[src/rtl/online_add_sequencer_r4_if.sv]
`default_nettype none
// ============================================================================
//  Module      : online_add_sequencer_r4_if
//  Description : Bundle between a host/adder environment and the radix-4
//                online-addition sequencer.
//                Host side   : start, abort, x_in, y_in -> busy, done, result
//                Adder side  : zi -> adder_reset, adder_en, xi, yi
//                The master modport is the environment (host plus adder);
//                the slave modport is the sequencer.
//  Revision    : 1.0  initial release
// ============================================================================
interface online_add_sequencer_r4_if #(
  parameter int N = 6,
  parameter int C = 3
);
  logic                 start;
  logic                 abort;
  logic [N*C-1:0]       x_in;
  logic [N*C-1:0]       y_in;
  logic                 busy;
  logic                 done;
  logic [(N+1)*C-1:0]   result;
  logic                 adder_reset;
  logic                 adder_en;
  logic [C-1:0]         xi;
  logic [C-1:0]         yi;
  logic [C-1:0]         zi;

  modport master (
    output start, abort, x_in, y_in, zi,
    input  busy, done, result, adder_reset, adder_en, xi, yi
  );

  modport slave (
    input  start, abort, x_in, y_in, zi,
    output busy, done, result, adder_reset, adder_en, xi, yi
  );
endinterface
`default_nettype wire

[src/rtl/online_add_sequencer_r4.sv]
`default_nettype none
// ============================================================================
//  Module      : online_add_sequencer_r4
//  Description : Runs one radix-4 online addition on an external adder.
//                Latches two N-digit signed-digit operands on start, clears
//                the adder for one cycle, streams the digits MSD-first
//                followed by DELAY zero digits, gathers the N+1 sum digits
//                from zi and raises done for one cycle.
//  Ports       : clk    - system clock, rising edge
//                rst_n  - asynchronous active-low reset
//                bus    - slave modport: start/abort/x_in/y_in in,
//                         busy/done/result out, adder_reset/adder_en/xi/yi
//                         out to the adder, zi in from the adder
//  Parameters  : N digits per operand, C bits per digit, DELAY online delay
//                of the adder (valid range 1..N)
//  Revision    : 1.0  initial release
// ============================================================================
module online_add_sequencer_r4 #(
  parameter int N     = 6,
  parameter int C     = 3,
  parameter int DELAY = 2
) (
  input wire                         clk,
  input wire                         rst_n,
  online_add_sequencer_r4_if.slave   bus
);

  localparam int STEPS = N + DELAY;
  localparam int SW    = $clog2(N + DELAY + 1);

  typedef enum logic [1:0] {
    S_IDLE  = 2'd0,
    S_CLEAR = 2'd1,
    S_RUN   = 2'd2,
    S_DONE  = 2'd3
  } state_t;

  state_t               state_q;
  logic [SW-1:0]        step_q;
  logic [N*C-1:0]       x_q;
  logic [N*C-1:0]       y_q;
  logic [(N+1)*C-1:0]   result_q;
  logic                 busy_q;
  logic                 done_q;
  logic                 adder_reset_q;
  logic                 adder_en_q;
  logic [C-1:0]         xi_q;
  logic [C-1:0]         yi_q;

  logic [SW-1:0]        step_d;
  logic [C-1:0]         xi_d;
  logic [C-1:0]         yi_d;
  logic                 last_step;

  assign step_d    = step_q + SW'(1);
  assign last_step = (step_q == SW'(STEPS - 1));

  // Digit fed during the next step: latched digit N-1-step_d, or zero once
  // every operand digit has gone out (flushing the adder's delay).
  always_comb begin
    xi_d = '0;
    yi_d = '0;
    for (int k = 0; k < N; k++) begin
      if (int'(step_d) == N - 1 - k) begin
        xi_d = x_q[C*k +: C];
        yi_d = y_q[C*k +: C];
      end
    end
  end

  always_ff @(posedge clk or negedge rst_n) begin
    if (!rst_n) begin
      state_q       <= S_IDLE;
      step_q        <= '0;
      x_q           <= '0;
      y_q           <= '0;
      result_q      <= '0;
      busy_q        <= 1'b0;
      done_q        <= 1'b0;
      adder_reset_q <= 1'b0;
      adder_en_q    <= 1'b0;
      xi_q          <= '0;
      yi_q          <= '0;
    end else begin
      case (state_q)
        S_IDLE: begin
          done_q        <= 1'b0;
          adder_reset_q <= 1'b0;
          if (bus.start) begin
            x_q           <= bus.x_in;
            y_q           <= bus.y_in;
            result_q      <= '0;
            busy_q        <= 1'b1;
            adder_reset_q <= 1'b1;
            state_q       <= S_CLEAR;
          end
        end

        S_CLEAR: begin
          if (bus.abort) begin
            // adder_reset is already high; it stays up for the abort cycle
            state_q <= S_IDLE;
            busy_q  <= 1'b0;
          end else begin
            state_q       <= S_RUN;
            step_q        <= '0;
            adder_reset_q <= 1'b0;
            adder_en_q    <= 1'b1;
            xi_q          <= x_q[C*(N-1) +: C];
            yi_q          <= y_q[C*(N-1) +: C];
          end
        end

        S_RUN: begin
          if (bus.abort) begin
            // Partial result digits are kept; this step's zi is dropped.
            state_q       <= S_IDLE;
            busy_q        <= 1'b0;
            adder_en_q    <= 1'b0;
            adder_reset_q <= 1'b1;
            xi_q          <= '0;
            yi_q          <= '0;
          end else begin
            // Step s delivers sum digit STEPS-1-s; steps before DELAY-1
            // match no digit, so their zi is ignored.
            for (int j = 0; j <= N; j++) begin
              if (int'(step_q) == STEPS - 1 - j) begin
                result_q[C*j +: C] <= bus.zi;
              end
            end
            if (last_step) begin
              // step_q is left at its final value until the next run
              state_q    <= S_DONE;
              busy_q     <= 1'b0;
              done_q     <= 1'b1;
              adder_en_q <= 1'b0;
              xi_q       <= '0;
              yi_q       <= '0;
            end else begin
              step_q <= step_d;
              xi_q   <= xi_d;
              yi_q   <= yi_d;
            end
          end
        end

        S_DONE: begin
          done_q  <= 1'b0;
          state_q <= S_IDLE;
        end

        default: begin
          state_q <= S_IDLE;
        end
      endcase
    end
  end

  assign bus.busy        = busy_q;
  assign bus.done        = done_q;
  assign bus.result      = result_q;
  assign bus.adder_reset = adder_reset_q;
  assign bus.adder_en    = adder_en_q;
  assign bus.xi          = xi_q;
  assign bus.yi          = yi_q;

endmodule
`default_nettype wire

[src/flat_wrapper.sv]
// flat-port wrapper written by rule: the top's interface ports become plain ports
module online_add_sequencer_r4_flat 
#(
  parameter int N     = 6,
  parameter int C     = 3,
  parameter int DELAY = 2
)
  (clk, rst_n, bus_start, bus_abort, bus_x_in, bus_y_in, bus_zi, bus_busy, bus_done, bus_result, bus_adder_reset, bus_adder_en, bus_xi, bus_yi);
  online_add_sequencer_r4_if #(.N(N), .C(C)) bus_i ();
  input wire clk;
  input wire rst_n;
  input wire logic [$bits(bus_i.start)-1:0] bus_start;
  input wire logic [$bits(bus_i.abort)-1:0] bus_abort;
  input wire logic [$bits(bus_i.x_in)-1:0] bus_x_in;
  input wire logic [$bits(bus_i.y_in)-1:0] bus_y_in;
  input wire logic [$bits(bus_i.zi)-1:0] bus_zi;
  output wire logic [$bits(bus_i.busy)-1:0] bus_busy;
  output wire logic [$bits(bus_i.done)-1:0] bus_done;
  output wire logic [$bits(bus_i.result)-1:0] bus_result;
  output wire logic [$bits(bus_i.adder_reset)-1:0] bus_adder_reset;
  output wire logic [$bits(bus_i.adder_en)-1:0] bus_adder_en;
  output wire logic [$bits(bus_i.xi)-1:0] bus_xi;
  output wire logic [$bits(bus_i.yi)-1:0] bus_yi;
  assign bus_i.start = bus_start;
  assign bus_i.abort = bus_abort;
  assign bus_i.x_in = bus_x_in;
  assign bus_i.y_in = bus_y_in;
  assign bus_i.zi = bus_zi;
  assign bus_busy = bus_i.busy;
  assign bus_done = bus_i.done;
  assign bus_result = bus_i.result;
  assign bus_adder_reset = bus_i.adder_reset;
  assign bus_adder_en = bus_i.adder_en;
  assign bus_xi = bus_i.xi;
  assign bus_yi = bus_i.yi;
  online_add_sequencer_r4 #(.N(N), .C(C), .DELAY(DELAY)) u_core (.clk(clk), .rst_n(rst_n), .bus(bus_i));
endmodule
[config.mk]
export PLATFORM = sky130hd
export DESIGN_NAME = online_add_sequencer_r4_flat
export DESIGN_NICKNAME = d
export VERILOG_FILES = /design/src/rtl/online_add_sequencer_r4_if.sv /design/src/rtl/online_add_sequencer_r4.sv /design/src/flat_wrapper.sv
export SDC_FILE = /design/constraint.sdc
export NUM_CORES = 1
export LEC_CHECK = 0
export CORE_ASPECT_RATIO = 1.5
export CORE_MARGIN = 8
export CORE_UTILIZATION = 48
export DETAILED_ROUTE_END_ITERATION = 7
export GPL_ROUTABILITY_DRIVEN = 0
export PLACE_DENSITY = 0.77
export SLEW_MARGIN = 20
export SYNTH_ARGS = -nofsm -noshare
export SYNTH_HDL_FRONTEND = slang
export SYNTH_SLANG_ARGS = --single-unit
[constraint.sdc]
create_clock -name clk -period 2 [get_ports clk]
set_input_delay 0.4 -clock clk [delete_from_list [all_inputs] [get_ports clk]]
set_output_delay 0.4 -clock clk [all_outputs]
set_load 0.005 [all_outputs]
Yosys cells after proc, flatten, opt, wreduce, memory -nomap -nowiden
Index checks and enable logic that the tools add are counted.
{"block": "op_classes", "addsub": 1, "n_eq_ne": 31, "muxes": 53, "n_reduce_logical": 22}
{"operator": "two-way mux 3 bit", "n": 25}
{"operator": "two-way mux 21 bit", "n": 2}
{"operator": "case mux 21 bit (2 select lines)", "n": 1}
{"operator": "AND reduction 4 bit", "n": 9}
{"operator": "equality test 4 bit (second input constant)", "n": 6}
{"operator": "equality test 4 x 3 -> 1 bit (second input constant)", "n": 5}
{"operator": "inequality test 2 x 1 -> 1 bit (second input constant)", "n": 8}
{"operator": "two-way mux 4 bit", "n": 3}
{"operator": "inequality test 2 bit (second input constant)", "n": 6}
{"operator": "case mux 3 bit (2 select lines)", "n": 2}
{"operator": "two-way mux 1 bit", "n": 10}
{"operator": "AND reduction 3 bit", "n": 3}
{"operator": "equality test 4 x 2 -> 1 bit (second input constant)", "n": 2}
{"operator": "two-way mux 2 bit", "n": 4}
{"operator": "case mux 2 bit (4 select lines)", "n": 1}
{"operator": "case mux 4 bit (2 select lines)", "n": 1}
{"operator": "case mux 1 bit (3 select lines)", "n": 2}
{"operator": "AND reduction 2 bit", "n": 3}
{"operator": "nonzero test 2 bit", "n": 3}
{"operator": "adder 4 x 1 -> 4 bit (second input constant)", "n": 1}
{"operator": "equality test 2 bit (second input constant)", "n": 2}
{"operator": "logical NOT 4 bit", "n": 1}
{"operator": "case mux 1 bit (2 select lines)", "n": 2}
{"operator": "inequality test 3 x 2 -> 1 bit (second input constant)", "n": 1}
{"operator": "4 further kinds", "n": 4}
{"block": "word_totals", "register_bits": 73, "in_bits": 43, "output_inout_bits": 31, "elab_cells": 124}

Longest topological paths before layout
Gate-level depths: netlist of run 1.
{"block": "depth", "word_depth": 11, "depth_mapped": 8}

Worst setup path before layout of run 1
No wires, ideal clock.
{"block": "synth_timing", "kind": "register -> register", "startpoint": "register u_core.step_q[0]", "endpoint": "register u_core.result_q[15] (netlist: u_core.bus.result[15])", "setup_time_ns": 0.077, "arrival_time_ns": 1.694, "required_time_ns": 1.923, "path_slack_ns": 0.229, "stages_incl_launch_ff": 8, "path_buffers": 1, "synth_period_minus_slack_ns": 1.771, "path_cell_list": "dfrtp_1 > inv_1 > ha_1 > buf_2 > or3b_4 > a211oi_2 > a22oi_1 > o21ai_1"}
{"block": "synth_between", "elab_chain_cells": 3}
{"element": "start, declared", "line_no": "online_add_sequencer_r4.sv:39", "rtl": "logic [SW-1:0] step_q;"}
{"element": "start signal, assigned", "line_no": "online_add_sequencer_r4.sv:140", "rtl": "step_q <= step_d;"}
{"element": "equality test 4 x 3 -> 1 bit", "line_no": "online_add_sequencer_r4.sv:127", "rtl": "if (int'(step_q) == STEPS - 1 - j) begin"}
{"element": "inequality test 2 x 1 -> 1 bit (no source line)"}
{"element": "AND reduction 4 bit (no source line)"}
{"element": "end signal, assigned by index", "line_no": "online_add_sequencer_r4.sv:128", "rtl": "result_q[C*j +: C] <= bus.zi;"}
{"element": "end, declared", "line_no": "online_add_sequencer_r4.sv:42", "rtl": "logic [(N+1)*C-1:0] result_q;"}
Every way passes these cells.
A chain may end at the register's enable or synchronous reset.

Worst setup path in the final report of run 1
{"block": "layout_timing", "startpoint": "register u_core.step_q[1]", "endpoint": "register u_core.yi_q[0] (netlist: u_core.bus.yi[0])"}
{"block": "layout_between", "elab_chain_cells": 11, "elab_cells_between_ends": 17, "cone_classes": "add/sub: 1; eq/ne: 6; mux: 9; reduce/logical: 1"}
{"element": "adder 4 x 1 -> 4 bit", "line_no": "online_add_sequencer_r4.sv:55", "rtl": "assign step_d = step_q + SW'(1);"}
{"element": "equality test 4 bit", "line_no": "online_add_sequencer_r4.sv:64", "rtl": "if (int'(step_d) == N - 1 - k) begin"}
{"element": "two-way mux 3 bit (6 in a row)", "line_no": "online_add_sequencer_r4.sv:64"}
{"element": "two-way mux 3 bit (*)", "line_no": "online_add_sequencer_r4.sv:131", "rtl": "if (last_step) begin"}
{"element": "two-way mux 3 bit (*)", "line_no": "online_add_sequencer_r4.sv:115", "rtl": "if (bus.abort) begin"}
{"element": "case mux 3 bit (2 select lines) (*)", "line_no": "online_add_sequencer_r4.sv:85", "rtl": "case (state_q)"}
{"element": "end signal, assigned", "line_no": "online_add_sequencer_r4.sv:110", "rtl": "yi_q <= y_q[C*(N-1) +: C];"}
{"element": "end signal, assigned", "line_no": "online_add_sequencer_r4.sv:142", "rtl": "yi_q <= yi_d;"}
{"element": "end, declared", "line_no": "online_add_sequencer_r4.sv:48", "rtl": "logic [C-1:0] yi_q;"}
Every way passes the cells marked *; elsewhere a longest branch is shown, timed or not.

==> results of run 1 <==
[cell usage after synthesis, types with 2 or more instances]
cell type and n:
ha_1 9, a31oi_1 2, a22oi_1 26, nand2b_1 7
nor3_1 3, a21oi_1 11, or3b_1 2, nor2_1 11
mux2i_1 4, a211oi_2 5, o31a_1 4, or4_1 2
o221ai_1 4, a2bb2oi_1 4, o21ai_0 15, mux2_2 36
nand2_1 35, inv_1 9, dfrtp_1 73, and3b_1 2
a211oi_1 8, and2_1 2, nand3b_1 7, a221oi_1 3
nor2b_1 8, nor4b_1 4, clkbuf_1 6, buf_4 2
o21ai_1 24, buf_2 11
[critical path, cell delays in order (launching register included)]
cell and delay [ns]:
dfrtp_1 0.44, ha_2 0.31, nand2_1 0.20, or4_1 0.53
a31oi_1 0.21, a211oi_1 0.06
[kinds of logic (layout without fill, tap and decap cells)]
kind of cell	after synthesis	after routing
xor+xnor	1	1
mux	40	40
buf+inv	29	119
simple gates	89	89
flops	73	73
compound gates	112	112
fa+ha+maj	9	9
[what timing repair did]
| action | in CTS | in global routing |
|---|---|---|
| resized for setup | 0 | 3 |
| endpoints found under the setup margin | 0 | 24 |
| setup buffers | 0 | 0 |
[layer usage]
layer  up-vias  part of all wire
met5         -                 0
met4         0             0.024
met3        26             0.058
met2       102              0.54
met1      1554              0.38
li1       1475                 -
[cell type report]
type	count	area (um2)	share of cell area
timing repair buffer	97	930.9	0.1854
inverter	9	33.78	0.006730
tap	102	127.6	0.02542
clock buffer	13	270.3	0.05384
multi-input combinational	251	1831	0.3647
sequential	73	1827	0.3639
[power breakdown]
part           internal, mW  leakage, nW  switching, mW
clock network         0.920        0.134          0.561
logic                  1.27        0.967           1.18
registers              1.99        0.918          0.328
total                  4.18         2.02           2.07
[metrics by stage]
step	hold WS, ns	instances	utilization
3_3_place_gp	0.4569	532	0.6231
5_1_grt	0.1133	545	0.6594
4_1_cts	0.1081	545	0.6586
3_5_place_dp	0.4610	532	0.6231
2_1_floorplan	0.1044	353	-
6_report	0.09055	545	0.6594
[registers in the layout, indices dropped and copies added (netlist names)]
signal	flops
u_core.bus.adder_en	1
u_core.bus.adder_reset	1
u_core.bus.busy	1
u_core.bus.done	1
u_core.bus.result	21
u_core.bus.xi	3
u_core.bus.yi	3
u_core.state_q	2
u_core.step_q	4
u_core.x_q	18
u_core.y_q	18
[how the worst max path moves through the flow]
stage                                              to  depth (start not counted)  slack, ns
floorplan           u_core.bus.result[15]$_DFFE_PN0P_                          7       0.23
global placement         u_core.bus.yi[0]$_DFFE_PN0P_                          5       0.07
detailed placement  u_core.bus.result[12]$_DFFE_PN0P_                          6      0.007
CTS                 u_core.bus.result[12]$_DFFE_PN0P_                          7       0.03
global route         u_core.bus.result[0]$_DFFE_PN0P_                          7       0.02
finish                   u_core.bus.yi[0]$_DFFE_PN0P_                          5       0.11
==> results.sh, run 1 <==
export IMPL_path_clk_slew_ns=0.06
export IMPL_yosysWarnings=0
export IMPL_synth_cells=353
export IMPL_fin_skew_ns=0.006685
export IMPL_mostFrequentLayoutCells="dfrtp_1, clkdlybuf4s50_1, mux2_2"
export IMPL_synth_largest_area_cell="dfrtp_1"
export IMPL_path_max_fanout=7
export IMPL_fmax_mhz=528.4
export IMPL_synth_avg_cell_area_um2=10.71
export IMPL_drcViolationCount=0
export IMPL_finalCritPeriodShare=0.9462
export IMPL_core_mm2=0.007612
export IMPL_mostFrequentLayoutCell="dfrtp_1"
export IMPL_finalSetupViolCount=0
export IMPL_grt_pass1_vias=3274
export IMPL_hold_path_class="input pin to async pin"
export IMPL_synthAdderAreaFrac=0.02978
export IMPL_cts_buffer_depth=2
export IMPL_dpl_instance_area_mm2=0.004743
export IMPL_drtIter0Drc=146
export IMPL_syn_num_nets=405
export IMPL_post_synth_top_area_fraction=0.4831
export IMPL_synthMuxAreaShare=0.1178
export IMPL_arrival_ns=2.10
export IMPL_grt_use_met1=0.1905
export IMPL_synth_xor_area_share=0.002316
export IMPL_synth_simple_area_share=0.1277
export IMPL_first_pass_iters=5
export IMPL_synthTopCellsByArea="dfrtp_1, mux2_2, a22oi_1"
export IMPL_synthFlopType="dfrtp_1"
export IMPL_synth_edff_count=0
export IMPL_powerDensity_mw_per_mm2=1244
export IMPL_worst_slew_pin_transition_ns=0.5913
export IMPL_slew_headroom=0.6017
export IMPL_row_count=39
export IMPL_timing_rr_end="u_core.bus.yi[0]$_DFFE_PN0P_"
export IMPL_wl_per_cell_um=17.39
export IMPL_outcome="complete, no violations"
export IMPL_grt_busiest_layer="met2"
export IMPL_die_h_um=124.7
export IMPL_nFillCells=641
export IMPL_hpwl_um=7103
export IMPL_hold_viol=0
export IMPL_cts_tree="done"
export IMPL_grt_overflow=0
export IMPL_setup_tns_ns=0
export IMPL_area_growth_synth_to_final_pct=32.76
export IMPL_grt_antenna_before_repair=0
export IMPL_dieArea_mm2=0.01103
export IMPL_crit_path_end_kind="flop"
export IMPL_h_tree_depth=3
export IMPL_vias_per_cell=5.793
export IMPL_cp_start_kind="flop"
export IMPL_synth_seq_cells=73
export IMPL_cts_buffers=9
export IMPL_vias=3157
export IMPL_fin_area_mm2=0.005020
export IMPL_synth_top_family_by_area="compound AO/OA/AOI/OAI gates"
export IMPL_portBuffers=73
export IMPL_worstRegToRegCells=5
export IMPL_start_util=0.4967
export IMPL_grt_pass1_wl_um=15660
export IMPL_min_period_ns=1.892
export IMPL_worst_slack_ns=0.1075
export IMPL_ir_drop_v=0.0007914
export IMPL_ys_types=44
export IMPL_rsz0062_at_grt="no"
export IMPL_track_usage=0.1801
export IMPL_synth_compound_area_frac=0.2048
export IMPL_grt_use_met3=0.04756
export IMPL_async_flop_share=1.000
export IMPL_die_w_um=88.47
export IMPL_ys_seq_area_frac=0.4831
export IMPL_nets=493
export IMPL_p_leak_nw=2.019
export IMPL_routed_wl_um=9480
export IMPL_antennaDiodeCount=0
export IMPL_cts_hold_buf=0
export IMPL_crit_type="flop to flop"
export IMPL_drv_cap=0
export IMPL_r2r_setup_slack_ns=0.11
export IMPL_critPathLaunch="u_core.step_q[1]$_DFFE_PN0P_"
export IMPL_slew_viol_final=0
export IMPL_ioPinCount=74
export IMPL_postRouteAntennaNets=0
export IMPL_gr_usage_met2=0.3135
export IMPL_power_mw=6.244
export IMPL_clock_root_buffer="clkbuf_16"
export IMPL_clock_latency_ns=0.34
export IMPL_grt_max_degree=74
export IMPL_post_place_ws_ns=0.007494
export IMPL_clock_sinks=73
export IMPL_drive_gt1_frac=0.1941
export IMPL_worstReg2RegStart="u_core.step_q[1]$_DFFE_PN0P_"
export IMPL_synth_area_mm2=0.003781
export IMPL_worstPathRequired_ns=2.20
Power figures use the tool's default switching activity.
==> inputs of run 2 (changes only) <==
Settings changed: ABC_CLOCK_PERIOD_IN_PS set to 2000, CORE_ASPECT_RATIO 1.5 to 0.5.
==> results.sh, run 2 (same netlist as run 1, synthesis figures left out) <==
export IMPL_cts_buffer_depth=2
export IMPL_finalSetupViolCount=0
export IMPL_slew_viol_final=0
export IMPL_path_max_fanout=5
export IMPL_powerDensity_mw_per_mm2=1263
export IMPL_outcome="complete, no violations"
export IMPL_first_pass_iters=4
export IMPL_drtIter0Drc=194
export IMPL_min_period_ns=1.865
export IMPL_routed_wl_um=9482
export IMPL_cts_tree="done"
export IMPL_cts_buffers=9
export IMPL_clock_root_buffer="clkbuf_16"
export IMPL_dpl_instance_area_mm2=0.004746
export IMPL_r2r_setup_slack_ns=0.14
export IMPL_grt_antenna_before_repair=0
export IMPL_largest_reg_flops=21
export IMPL_cp_start_kind="flop"
export IMPL_nFillCells=647
export IMPL_cts_setup_buffers=0
export IMPL_antennaDiodeCount=0
export IMPL_grt_max_degree=40
export IMPL_hold_path_class="input pin to async pin"
export IMPL_row_count=23
export IMPL_arrival_ns=2.12
export IMPL_gr_usage_met2=0.2809
export IMPL_die_w_um=141.5
export IMPL_worstReg2RegStart="u_core.state_q[0]$_DFFE_PN0P_"
export IMPL_drcViolationCount=0
export IMPL_dieArea_mm2=0.01115
export IMPL_ir_drop_v=0.0006951
export IMPL_fin_area_mm2=0.005052
export IMPL_portBuffers=73
export IMPL_h_tree_depth=3
export IMPL_path_clk_slew_ns=0.05
export IMPL_crit_type="flop to flop"
export IMPL_crit_path_end_kind="flop"
export IMPL_vias=3086
export IMPL_p_leak_nw=2.024
export IMPL_ioPinCount=74
export IMPL_grt_pass1_vias=3072
export IMPL_worst_slew_pin_transition_ns=0.4757
export IMPL_clock_latency_ns=0.34
export IMPL_fin_skew_ns=0.006034
export IMPL_setup_tns_ns=0
export IMPL_drv_cap=0
export IMPL_fmax_mhz=536.2
export IMPL_mostFrequentLayoutCell="dfrtp_1"
export IMPL_drive_gt1_frac=0.1941
export IMPL_power_mw=6.379
export IMPL_finalCritPeriodShare=0.9324
export IMPL_cts_hold_buf=0
export IMPL_grt_busiest_layer="met2"
export IMPL_slew_headroom=0.6795
export IMPL_hpwl_um=6907
export IMPL_rsz0062_at_grt="no"
export IMPL_nets=490
export IMPL_core_mm2=0.007828
export IMPL_die_h_um=78.76
export IMPL_worstPathRequired_ns=2.25
export IMPL_mostFrequentLayoutCells="dfrtp_1, clkdlybuf4s50_1, mux2_2"
export IMPL_postRouteAntennaNets=0
export IMPL_grt_use_met3=0.06639
export IMPL_vias_per_cell=5.560
export IMPL_worstRegToRegCells=7
export IMPL_grt_use_met1=0.2159
export IMPL_wl_per_cell_um=17.08
export IMPL_grt_overflow=0
export IMPL_area_growth_synth_to_final_pct=33.62
export IMPL_grt_pass1_wl_um=15460
export IMPL_hold_viol=0
export IMPL_track_usage=0.1737
export IMPL_clock_sinks=73
export IMPL_timing_rr_end="u_core.bus.result[9]$_DFFE_PN0P_"
export IMPL_start_util=0.4831
run 2: changes by cell type in the layout (fill, tap and decap cells not counted), moves of 2 or more:
| cell | previous run | this run |
|---|---|---|
| buf_4 | 22 | 18 |
| clkinv_2 | 0 | 2 |
| clkbuf_8 | 3 | 1 |
| clkbuf_1 | 1 | 3 |
run 2: critical path: stages, from the launching register on:
cell and delay, ns:
dfrtp_1 0.42, inv_1 0.09, ha_1 0.24, nand2b_1 0.25, buf_4 0.21, a211oi_2 0.30
a22oi_1 0.11, o21ai_0 0.16
run 2: metrics by stage:
stage                     cells  hold slack (ns)  worst slack (ns)    util
after floorplan             353           0.1044            0.2292       -
after global placement      539           0.3734           0.06574  0.6063
after detailed placement    539           0.3777           0.01172  0.6063
after CTS                   555          0.02227           0.05224  0.6437
after global routing        555          0.03651          0.009434  0.6455
final                       555          0.01461            0.1351  0.6455
run 2: where the power goes:
group	switching (mW)	leakage (nW)	total [mW]	internal (mW)
Sequential	0.343	0.918	2.33	1.99
Combinational	1.20	0.963	2.48	1.28
Clock	0.573	0.144	1.57	0.995
run 2: cell type report:
| type | instances | area [um2] | area share |
|---|---|---|---|
| clock inverter | 3 | 40.04 | 0.007925 |
| inverter | 9 | 33.78 | 0.006686 |
| tap | 112 | 140.1 | 0.02774 |
| sequential | 73 | 1827 | 0.3616 |
| timing repair buffer | 94 | 920.9 | 0.1823 |
| clock buffer | 13 | 250.2 | 0.04953 |
| multi-input combinational | 251 | 1841 | 0.3643 |
run 2: worst max path at each step:
stage                                       start                           endpoint  slack (ns)  cells after the start
floorplan            u_core.step_q[0]$_DFFE_PN0P_  u_core.bus.result[15]$_DFFE_PN0P_        0.23                      7
global placement                        bus_start   u_core.bus.result[9]$_DFFE_PN0P_        0.07                      6
detailed placement                      bus_abort   u_core.bus.result[9]$_DFFE_PN0P_        0.01                      5
CTS                 u_core.state_q[0]$_DFFE_PN0P_   u_core.bus.result[5]$_DFFE_PN0P_        0.05                      7
global route         u_core.step_q[1]$_DFFE_PN0P_  u_core.bus.result[18]$_DFFE_PN0P_       0.009                      7
finish              u_core.state_q[0]$_DFFE_PN0P_   u_core.bus.result[9]$_DFFE_PN0P_        0.14                      7
run 2: timing repair:
| action | 4_1_cts | 5_1_grt |
|---|---|---|
| setup endpoints to repair | 1 | 23 |
| gates resized for setup | 1 | 4 |
| pin swaps | 0 | 1 |
run 2: routing by layer:
layer / vias to the layer above / routed length [um]
met5: - / 0
met4: 0 / 121
met3: 10 / 607
met2: 81 / 4585
met1: 1519 / 4168
li1: 1476 / -
==> inputs of run 3 (changes only) <==
Settings changed: CAP_MARGIN set to 0, CTS_CLUSTER_SIZE set to 30.
==> results of run 3 <==
No change in the layout: final DEF, timing and power equal those of run 2.
